$ cat src/rtl/step_run_controller.sv
// Run / single-step controller producing a clock enable for the CPU.
// Ports: CLK, CLR (sync reset), G (run mode), STEP_BTN (raw button),
//        HALT_TAG (CPU halt) -> CPU_EN, RUNNING, HALTED, CYCLE_CNT.
module step_run_controller #(
   parameter int DEBOUNCE_CYCLES = 4,
   parameter int CNT_W           = 16
) (
   input  logic             CLK,
   input  logic             CLR,
   input  logic             G,
   input  logic             STEP_BTN,
   input  logic             HALT_TAG,
   output logic             CPU_EN,
   output logic             RUNNING,
   output logic             HALTED,
   output logic [CNT_W-1:0] CYCLE_CNT
);

   localparam int DW =
      (DEBOUNCE_CYCLES > 1) ? $clog2(DEBOUNCE_CYCLES) : 1;
   localparam logic [DW-1:0] DB_LAST = DW'(DEBOUNCE_CYCLES - 1);
   localparam logic [CNT_W-1:0] CNT_MAX = '1;

   typedef enum logic [1:0] {
      IDLE,
      RUN,
      HALT
   } state_t;

   state_t        state;
   logic          s1;
   logic          s2;
   logic          db;
   logic          db_q;
   logic [DW-1:0] db_cnt;
   logic          en_q;
   logic          step_pulse;

   assign step_pulse = db & ~db_q;
   // Halt masks the enable in the same cycle it appears.
   assign CPU_EN     = en_q & ~HALT_TAG;

   always_ff @(posedge CLK) begin
      if (CLR) begin
         s1     <= 1'b0;
         s2     <= 1'b0;
         db     <= 1'b0;
         db_q   <= 1'b0;
         db_cnt <= '0;
      end else begin
         s1   <= STEP_BTN;
         s2   <= s1;
         db_q <= db;
         if (s2 != db) begin
            if (db_cnt == DB_LAST) begin
               db     <= s2;
               db_cnt <= '0;
            end else begin
               db_cnt <= db_cnt + 1'b1;
            end
         end else begin
            db_cnt <= '0;
         end
      end
   end

   always_ff @(posedge CLK) begin
      if (CLR) begin
         CYCLE_CNT <= '0;
      end else if (CPU_EN && CYCLE_CNT != CNT_MAX) begin
         CYCLE_CNT <= CYCLE_CNT + 1'b1;
      end
   end

   always_ff @(posedge CLK) begin
      if (CLR) begin
         state   <= IDLE;
         en_q    <= 1'b0;
         RUNNING <= 1'b0;
         HALTED  <= 1'b0;
      end else begin
         unique case (state)
            IDLE: begin
               if (HALT_TAG) begin
                  state  <= HALT;
                  en_q   <= 1'b0;
                  HALTED <= 1'b1;
               end else if (G) begin
                  // A coincident step is absorbed by the run.
                  state   <= RUN;
                  en_q    <= 1'b1;
                  RUNNING <= 1'b1;
               end else begin
                  en_q <= step_pulse;
               end
            end
            RUN: begin
               if (HALT_TAG) begin
                  state   <= HALT;
                  en_q    <= 1'b0;
                  RUNNING <= 1'b0;
                  HALTED  <= 1'b1;
               end else if (!G) begin
                  state   <= IDLE;
                  en_q    <= 1'b0;
                  RUNNING <= 1'b0;
               end else begin
                  en_q <= 1'b1;
               end
            end
            HALT: begin
               en_q <= 1'b0;
            end
            default: begin
               state   <= IDLE;
               en_q    <= 1'b0;
               RUNNING <= 1'b0;
               HALTED  <= 1'b0;
            end
         endcase
      end
   end

endmodule

$ cat config.mk
export PLATFORM = sky130hd
export DESIGN_NAME = step_run_controller
export DESIGN_NICKNAME = d
export VERILOG_FILES = /design/src/rtl/step_run_controller.sv
export SDC_FILE = /design/constraint.sdc
export NUM_CORES = 1
export LEC_CHECK = 0
export CORE_MARGIN = 2
export CORE_UTILIZATION = 42
export DETAILED_ROUTE_END_ITERATION = 7
export GPL_TIMING_DRIVEN = 0
export PLACE_DENSITY = 0.72
export SKIP_LAST_GASP = 1
export SLEW_MARGIN = 20
export SYNTH_ARGS = -nofsm -noshare
export SYNTH_HDL_FRONTEND = slang
export SYNTH_SLANG_ARGS = --single-unit
$ cat constraint.sdc
create_clock -name CLK -period 1.5 [get_ports CLK]
set_input_delay 0.3 -clock CLK [delete_from_list [all_inputs] [get_ports CLK]]
set_output_delay 0.3 -clock CLK [all_outputs]
set_load 0.005 [all_outputs]
After elaboration in Yosys (flattened, before gate mapping). Cells that the tools add are included.

Bits in registers: 27. Latch bits: 0. Bits in writable memories: 0. Memory bits (read-only): 0. Input port bits: 5. Output and inout port bits: 19. Logic and storage cells: 53. Memories kept: 0.

Add/sub/neg operators: 2. Multiply operators: 0. Divide/modulo/power cells: 0. Order comparisons: 0. Equality and inequality tests: 10. Shift-type cells: 0. Muxes and demuxes: 17. Bitwise logic cells: 6. Reductions and logical operators: 8.

Operator list (count): $add 16x1->16 const B (1); $ne 16x16->1 const B (1); $mux 1 (9); $mux 2 (4); $ne 3x3->1 const B (2); $pmux 2 s3 (1); $eq 2x2->1 const B (2); $ne 2x2->1 const B (2); $not 1->1 (4); $pmux 1 s2 (2); $reduce_and 2->1 (2); $reduce_and 4->1 (1); $pmux 1 s3 (1); $reduce_and 3->1 (1); $reduce_or 3->1 (1); $add 2x1->2 const B (1); $and 1x1->1 (2); $eq 2x1->1 const B (1); $logic_not 2->1 (1); $ne 2x1->1 const B (1); $reduce_or 2->1 (1); $logic_and 1x1->1 (1); $ne 1x1->1 (1).

Logic depth before layout (Yosys ltp). Gate-level depths: netlist of the first run.

Depth in word-level cells: 5. Gate-level depth with buffers: 5. Mapped depth without buffers: 5.

Least setup slack after synthesis of the first run. No wires, ideal clock.

Path type: register -> register. Start point: register CYCLE_CNT[0]. End point: register CYCLE_CNT[10]. Library setup time: 71 ps. Arrival time: 1511 ps. Data required time: 1429 ps. Slack: -81 ps. Stages on the path, launching flop included: 6. Buffers on the path: 0. Clock period less this slack: 1581 ps. Cell sequence: dfxtp_1 -> ha_1 -> and3b_2 -> nand3_4 -> or4_1 -> a21oi_1.

Longest elaborated chain between the ends: 2. Elaborated cells between the ends (all ways): 3. Classes of those cells: add/sub: 1; eq/ne: 1; reduce/logical: 1.

Ends and longest elaborated chain: start: declaration (line 16) `output logic [CNT_W-1:0] CYCLE_CNT`; start signal: assignment (line 71) `CYCLE_CNT <= CYCLE_CNT + 1'b1;`; branches (longest 2 deep; another with $add 16x1->16).

Parallel ways; which one is timed is not known. A chain may end at the register's enable or synchronous reset.

Worst setup path after layout of the first run.
Start point: register CYCLE_CNT[1]. End point: register CYCLE_CNT[11].

The elaborated chain is that of the path after synthesis.

==> impl_metrics.json, run 1 <==
{
  "async_flop_share_pct": 0,
  "worstSetupEndpointType": "flop",
  "cts_tree": "built",
  "clock_sinks": 27,
  "htreeDepth": 1,
  "dr_total_vias": 1194,
  "max-cap-violations": 0,
  "start_kind": "flop",
  "grt_usage_pct": 19.8,
  "synth_cell_types": 40,
  "worst_pin_slew_ps": 574,
  "slew_headroom_pct": 61.7,
  "fin_worst_skew_ps": 2.77,
  "final_antenna_net_count": 0,
  "power_frac_seq_pct": 65.5,
  "min_period_ps": 1590,
  "antenna_found_initial": 0,
  "synth_nets": 143,
  "clk_latency_ps": 320,
  "criticalPathCategory": "flop to flop",
  "ios": 24,
  "sw_frac_of_total_pct": 22.4,
  "start_util_pct": 44.9,
  "internal-power_mw": 0.849,
  "place_area_um2": 1530,
  "synth_commonest_cells": "dfxtp_1, nor2_1, a21oi_1",
  "rsz0062_at_grt": "yes",
  "avgSynthCellArea_um2": 9.19,
  "synth_cells": 136,
  "synthMostInstantiatedCell": "dfxtp_1",
  "fp.dieW_um": 58.6,
  "grt_use_met3_pct": 1.98,
  "hold_class": "input pin to flop",
  "ys_warn_count": 0,
  "synth_top_flop_cell": "dfxtp_1",
  "routed_wl_mm": 3.18,
  "area_growth_pct": 49.4,
  "vias_per_cell": 5.40,
  "fillers": 228,
  "grt_max_degree": 15,
  "synth_area_um2": 1250,
  "synth_edf_count": 0,
  "static-leakage-power_nw": 0.867,
  "hold_viol": 0,
  "synth.largest_area_cell": "dfxtp_1",
  "use_met1_pct": 25.5,
  "synth_seq_area_share_pct": 43.2,
  "core_area_um2": 2780,
  "grt_pass1_wl_mm": 5.25,
  "num_rows": 19,
  "pwr_density_cell_nw_per_um2": 586,
  "ctsLongestPathBuffers": 2,
  "globalRoute.busiestLayer": "met2",
  "cts_hold_buffers": 0,
  "violations": "negative setup slack",
  "power.total_mw": 1.09,
  "wl_per_cell_um": 14.4,
  "drive_gt1_share_pct": 36.3,
  "design_area_um2": 1870,
  "post-route-period-util_pct": 106,
  "drt_iter0_drc": 57,
  "clockPowerShare_pct": 28.1,
  "dr.pass1.iters": 4,
  "grt_pass1_vias": 1153,
  "critPathArrivalTime_ps": 1840,
  "switchingPower_mw": 0.245,
  "critPathRequiredTime_ps": 1760,
  "worstPathMaxFanout": 6,
  "cts-root-buf": "clkbuf_4",
  "combPwrFrac_pct": 6.4,
  "gr-total-overflow": 0,
  "die_h_um": 58.6,
  "synth_top_area_share_pct": 43.2,
  "synth_area_leaders": "dfxtp_1, nor2_1, a21oi_1",
  "vdd_drop_max_mv": 0.630,
  "drc_errors": 0,
  "diodes": 0,
  "globalplace.congestion": 0.801,
  "clk_pin_slew_ps": 140,
  "cts_buffers": 3,
  "dieArea_um2": 3430,
  "nets": 198,
  "use_met2_pct": 34.0,
  "rrSetupSlack_ps": -90,
  "finalSetupViolations": 3,
  "ys_seq_elements": 27,
  "slew_viol_final": 0,
  "hpwl_mm": 1.92,
  "status": "complete, but fails checks",
  "max_freq_ghz": 0.630,
  "fin_ws_ps": -86.8,
  "io_buffers": 22
}
==> flip-flops by register name, summed over array words and instances, names as in the netlist <==
name,flops
db,1
s1,1
s2,1
db_cnt,2
state,2
HALTED,1
RUNNING,1
CYCLE_CNT,16
db_q,1
en_q,1
==> path summary, 6_finish.rpt <==
kind | start | to | cells past startpoint
worst min-delay path | CLR | db_q | 2
worst max register to register | CYCLE_CNT[1] | CYCLE_CNT[11] | 6
worst max-delay path | CYCLE_CNT[1] | CYCLE_CNT[11] | 6
worst min register to register | db_cnt[0] | db_cnt[0] | 1
==> cells in the final DEF, fill, tap and decap left out, types with 2 or more instances in the layout <==
master | synthesis | routed
a31oi_1 | 4 | 4
buf_6 | 0 | 2
dfxtp_2 | 0 | 6
inv_1 | 5 | 5
nor4_4 | 1 | 2
a21oi_1 | 10 | 8
dlymetal6s2s_1 | 0 | 4
dlygate4sd2_1 | 0 | 15
nand2b_1 | 2 | 2
a21oi_2 | 0 | 2
o31ai_1 | 2 | 2
clkbuf_4 | 0 | 3
clkdlybuf4s50_1 | 0 | 3
nand2_1 | 6 | 6
nor3_1 | 6 | 5
mux2i_1 | 4 | 4
nor2b_2 | 1 | 2
or3_1 | 6 | 5
nand3_4 | 1 | 2
nor2_1 | 16 | 16
nand4_1 | 4 | 4
clkbuf_1 | 3 | 4
dfxtp_4 | 0 | 13
buf_4 | 1 | 27
nor2b_1 | 6 | 5
nand3_1 | 4 | 3
dfxtp_1 | 27 | 8
a311oi_1 | 2 | 2
and4b_1 | 2 | 2
o21ai_0 | 3 | 3
==> power by group through the flow <==
| stage | sequential, mW | clock (mW) | combinational [mW] |
|---|---|---|---|
| CTS | 0.717 | 0.320 | 0.0670 |
| finish | 0.716 | 0.308 | 0.0705 |
| detailed placement | 0.755 | 0 | 0.0656 |
| global placement | 0.754 | 0 | 0.0644 |
| global route | 0.719 | 0.353 | 0.0789 |
| floorplan | 0.753 | 0 | 0.0353 |
==> critical path: stages, from the launching register on <==
cell,delay (ps)
dfxtp_4,380
ha_4,160
nand4_1,170
buf_4,160
nor3_4,50
or4_4,490
a21oi_2,120
==> per-stage QoR <==
stage / worst slack [ps] / TNS, ps / hold slack, ps / utilization (%) / cells
CTS: -93.8 / -399 / 321 / 64.1 / 215
finish: -86.8 / -115 / 324 / 67.2 / 221
floorplan: 12.0 / 0 / 379 / - / 136
global placement: -469 / -4540 / 405 / 54.9 / 189
global route: -147 / -718 / 343 / 67.2 / 221
detailed placement: -494 / -5010 / 425 / 54.9 / 189
==> timing repair <==
item	in CTS	in global routing
pin swaps	8	10
setup endpoints to repair	26	21
setup buffers	22	7
resized for setup	47	14
==> metal layers <==
metal / vias up / routed length (µm)
met5: - / 0
met4: 0 / 42
met3: 4 / 112
met2: 22 / 1610
met1: 560 / 1420
li1: 608 / -
==> cells by family after synthesis <==
group                    count (synthesis)  share of synthesized area (%)
AND/OR/NAND/NOR                         66                           33.6
flip-flops                              27                           43.2
AO/OA/AOI/OAI                           25                           12.2
buffers and inverters                    9                           3.00
multiplexers                             5                           4.40
adder cells (fa/ha/maj)                  3                           2.80
XOR/XNOR                                 1                          0.701
==> cell type report <==
| type | instances | area, µm² | share of cell area (%) |
|---|---|---|---|
| buffer | 4 | 18.8 | 1.00 |
| clock buffer | 4 | 26.3 | 1.41 |
| inverter | 5 | 18.8 | 1.00 |
| multi-input combinational | 100 | 739 | 39.6 |
| sequential | 27 | 597 | 31.9 |
| tap | 31 | 38.8 | 2.08 |
| timing repair buffer | 50 | 429 | 23.0 |
Note: power is estimated with default switching activity, not from simulation.
==> run 2, diff against run 1 <==
--- a/config.mk
+++ b/config.mk
@@ -5,6 +5,7 @@
 export SDC_FILE = /design/constraint.sdc
 export NUM_CORES = 1
 export LEC_CHECK = 0
+export CORE_ASPECT_RATIO = 0.5
 export CORE_MARGIN = 2
 export CORE_UTILIZATION = 42
 export DETAILED_ROUTE_END_ITERATION = 7
==> impl_metrics.json, run 2 (synthesis gave the netlist of run 1 again) <==
{
  "critical_path.max_stage_delay_ps": 520,
  "finalSetupViolations": 3,
  "worstSetupEndpointType": "flop",
  "pwr_density_cell_nw_per_um2": 679,
  "core_area_um2": 2720,
  "violations": "negative setup slack",
  "num_rows": 13,
  "vias_per_cell": 5.51,
  "static-leakage-power_nw": 0.732,
  "hold_viol": 0,
  "largest_reg_flops": 16,
  "drt_iter0_drc": 110,
  "crit_chain": "ha_4, and3b_2, nand3_4, or4_4, a21oi_2",
  "power.total_mw": 1.22,
  "clock_sinks": 27,
  "clk_pin_slew_ps": 90,
  "grt_max_degree": 17,
  "critPathRequiredTime_ps": 1710,
  "dieArea_um2": 3450,
  "wl_per_cell_um": 12.9,
  "start_kind": "flop",
  "critPathArrivalTime_ps": 1770,
  "grt_usage_pct": 17.1,
  "fin_worst_skew_ps": 2.55,
  "globalplace.congestion": 0.817,
  "post-route-period-util_pct": 104,
  "rrSetupSlack_ps": -60,
  "routed_wl_mm": 2.77,
  "ios": 24,
  "multi_input_area_um2": 738,
  "status": "complete, but fails checks",
  "drc_errors": 0,
  "fillers": 217,
  "nets": 185,
  "hpwl_mm": 1.88,
  "worst_pin_slew_ps": 572,
  "rsz0062_at_grt": "yes",
  "criticalPathCategory": "flop to flop",
  "slew_viol_final": 0,
  "ctsLongestPathBuffers": 2,
  "cts_hold_buffers": 0,
  "fin_ws_ps": -59.6,
  "dr_total_vias": 1179,
  "max-cap-violations": 0,
  "critPathBufInv": 0,
  "cpMaxStageDelayCell": "or4_4",
  "antenna_found_initial": 0,
  "gr-total-overflow": 0,
  "register_area_um2": 576,
  "layout_common_cells": "nor2_1, clkdlybuf4s50_1, buf_4",
  "tns_ps": -71.5,
  "fp.dieW_um": 81.2,
  "dr.pass1.iters": 4,
  "die_h_um": 42.6,
  "htreeDepth": 1,
  "clk_latency_ps": 270,
  "drive_gt1_share_pct": 32.2,
  "cts_tree": "built",
  "slew_headroom_pct": 61.9,
  "min_period_ps": 1560,
  "hold_class": "input pin to flop",
  "diodes": 0,
  "top_register": "CYCLE_CNT",
  "cts_buffers": 3,
  "vdd_drop_max_mv": 0.559,
  "max_freq_ghz": 0.641,
  "cts-root-buf": "clkbuf_8",
  "final_antenna_net_count": 0,
  "grt_pass1_wl_mm": 4.49,
  "io_buffers": 22,
  "area_growth_pct": 43.2,
  "path_delay_family": "simple AND/OR/NAND/NOR gates",
  "grt_pass1_vias": 967,
  "start_util_pct": 46.0,
  "worstPathMaxFanout": 5,
  "top_regs": "CYCLE_CNT (16), db_cnt (2), state (2)"
}
-- run 2: cell types whose count changed in the layout (fill, tap and decap cells not counted), moves of 2 or more --
cell,previous run,this run
dlygate4sd2_1,15,2
nand3_2,0,2
clkbuf_4,3,0
o21ai_1,0,2
clkbuf_8,0,3
dfxtp_2,6,13
clkdlybuf4s50_1,3,16
dfxtp_4,13,5
buf_4,27,15
-- run 2: area by class of cell --
class	instances	area share, %
clock buffers	3	2.31
multi-input cells	100	41.2
repair buffers	37	19.2
flip-flops and latches	27	32.1
well taps	37	2.59
clock inverters	1	0.419
inverters	5	1.05
plain buffers	4	1.05
-- run 2: worst paths after layout --
check | from | to | cells past startpoint
max reg2reg | CYCLE_CNT[0] | CYCLE_CNT[10] | 5
min reg2reg | db_cnt[0] | db_cnt[0] | 1
max | CYCLE_CNT[0] | CYCLE_CNT[10] | 5
min | CLR | db_q | 2
-- run 2: what timing repair did --
action,4_1_cts,5_1_grt
setup endpoints to repair,25,30
resized for setup,27,13
setup buffers,10,5
pin swaps,10,17
hold endpoints to repair,0,0
-- run 2: worst reg2reg max path, delay by kind of cell, from the launching register on --
family | cells | cell delay, ps
fa+ha+maj | 1 | 140
simple gates | 3 | 850
compound gates | 1 | 130
flops | 1 | 370
-- run 2: per-layer routing --
metal	vias up	share of wire [%]	track usage, %	wire length, µm
li1	580	-	-	-
met1	560	48	22.9	1340
met2	34	46	26.0	1270
met3	5	5.0	5.17	138
met4	0	0.90	6.10	25
met5	-	0	0	0
-- run 2: power breakdown --
part | switching, mW | total (mW) | internal, mW | leakage, nW
clock network | 0.227 | 0.416 | 0.189 | 0.0217
registers | 0.00884 | 0.730 | 0.721 | 0.229
logic | 0.0332 | 0.0703 | 0.0371 | 0.481
total | 0.269 | 1.22 | 0.947 | 0.732
-- run 2: through the flow --
stage / utilization [%] / std cells / area (µm²) / hold WS (ps) / worst slack [ps]
global placement: 56.5 / 195 / 1530 / 405 / -473
global route: 65.9 / 214 / 1790 / 412 / -111
finish: 65.9 / 214 / 1790 / 376 / -59.6
floorplan: - / 136 / 1270 / 379 / 12.0
CTS: 63.3 / 209 / 1720 / 373 / -75.0
detailed placement: 56.5 / 195 / 1530 / 412 / -512
==> run 3, diff against run 2 <==
--- a/config.mk
+++ b/config.mk
@@ -10,7 +10,8 @@
 export CORE_UTILIZATION = 42
 export DETAILED_ROUTE_END_ITERATION = 7
 export GPL_TIMING_DRIVEN = 0
-export PLACE_DENSITY = 0.72
+export HOLD_SLACK_MARGIN = 0.03
+export PLACE_DENSITY = 0.69
 export SKIP_LAST_GASP = 1
 export SLEW_MARGIN = 20
 export SYNTH_ARGS = -nofsm -noshare
==> impl_metrics.json, run 3 (synthesis gave the netlist of run 1 again) <==
{
  "post-route-period-util_pct": 106,
  "rrSetupSlack_ps": -90,
  "diodes": 0,
  "cts-root-buf": "clkbuf_8",
  "nets": 183,
  "wl_per_cell_um": 13.1,
  "register_area_um2": 577,
  "layout_commonest_cell": "nor2_1",
  "fp.dieW_um": 81.2,
  "violations": "negative setup slack",
  "htreeDepth": 1,
  "final_antenna_net_count": 0,
  "worst_pin_slew_ps": 541,
  "max_freq_ghz": 0.631,
  "top_layer": "met4",
  "area_growth_pct": 42.6,
  "largest_reg_flops": 16,
  "start_kind": "flop",
  "slew_headroom_pct": 63.9,
  "num_rows": 13,
  "top_register": "CYCLE_CNT",
  "min_period_ps": 1590,
  "drt_iter0_drc": 129,
  "status": "complete, but fails checks",
  "ctsLongestPathBuffers": 2,
  "globalplace.congestion": 0.741,
  "grt_usage_pct": 17.1,
  "fin_util_pct": 65.6,
  "fillers": 228,
  "rsz0062_at_grt": "yes",
  "routed_wl_mm": 2.77,
  "worstSetupEndpointType": "flop",
  "hold_class": "input pin to flop",
  "gr-total-overflow": 0,
  "clk_latency_ps": 270,
  "wl_met2_mm": 1.28,
  "max-cap-violations": 0,
  "clock_sinks": 27,
  "cts_tree": "built",
  "dr.pass1.iters": 4,
  "grt_max_degree": 16,
  "clk_pin_slew_ps": 90,
  "top_regs": "CYCLE_CNT (16), db_cnt (2), state (2)",
  "antenna_found_initial": 0,
  "critPathArrivalTime_ps": 1790,
  "worstPathMaxFanout": 6,
  "start_util_pct": 46.0,
  "ios": 24,
  "pre_cts_slack_ps": -495,
  "dr_total_vias": 1123,
  "fin_ws_ps": -85.7,
  "pwr_density_cell_nw_per_um2": 679,
  "rr_worst_depth": 6,
  "drive_gt1_share_pct": 31.4,
  "dieArea_um2": 3450,
  "finalSetupViolations": 2,
  "vias_per_cell": 5.30,
  "grt_pass1_vias": 977,
  "hpwl_mm": 1.86,
  "core_area_um2": 2720,
  "cts_buffers": 3,
  "hold_viol": 0,
  "critPathRequiredTime_ps": 1700,
  "layout_common_cells": "nor2_1, clkdlybuf4s50_1, buf_4",
  "hold_depth": 2,
  "drc_errors": 0,
  "fin_worst_skew_ps": 1.94,
  "multi_input_area_um2": 742,
  "wl_met1_mm": 1.39,
  "slew_viol_final": 0,
  "vdd_drop_max_mv": 0.530,
  "die_h_um": 42.6,
  "grt_pass1_wl_mm": 4.58,
  "criticalPathCategory": "flop to flop",
  "static-leakage-power_nw": 0.759,
  "wl_met3_um": 97,
  "io_buffers": 22
}
run 3: worst max-delay path: stages (launching register included):
cell	delay, ps
dfxtp_4	370
ha_4	170
nand4_1	150
buf_4	160
nor3_4	50
or4_4	480
a21oi_2	130
run 3: routing by layer:
layer | track usage [%] | vias up
met2 | 26.4 | 24
met5 | 0 | -
met3 | 3.88 | 2
met1 | 24.5 | 519
met4 | 3.05 | 0
li1 | - | 578
run 3: per-stage QoR:
step	power [mW]	std cells	TNS, ps	hold slack (ps)	cell area (µm²)
after floorplan	0.789	136	0	379	1270
after global placement	0.819	195	-4780	407	1530
after detailed placement	0.820	195	-4970	411	1530
after CTS	1.23	208	-555	384	1690
after global routing	1.27	212	-622	410	1780
final	1.21	212	-151	387	1780
run 3: area by class of cell:
| type | count | area share [%] |
|---|---|---|
| multi-input combinational | 100 | 41.6 |
| sequential | 27 | 32.4 |
| timing repair buffer | 35 | 18.7 |
| tap | 37 | 2.60 |
| clock buffer | 3 | 2.32 |
| buffer | 4 | 1.05 |
| inverter | 5 | 1.05 |
| clock inverter | 1 | 0.281 |
run 3: report_power, final:
| group | leakage [nW] | internal, mW | switching (mW) |
|---|---|---|---|
| clock | 0.0255 | 0.186 | 0.225 |
| sequential | 0.229 | 0.719 | 0.00905 |
| combinational | 0.504 | 0.0388 | 0.0329 |
| total | 0.759 | 0.944 | 0.267 |
run 3: timing repair:
action                     CTS  global route
setup endpoints to repair   25            27
hold buffers                 0             0
setup buffers                9             4
gates resized for setup     23            19
pin swaps                    5            13
run 3: worst paths after layout:
path                 from             to
max          CYCLE_CNT[0]  CYCLE_CNT[11]
max reg2reg  CYCLE_CNT[0]  CYCLE_CNT[11]
min                   CLR             s1
min reg2reg     db_cnt[0]      db_cnt[0]
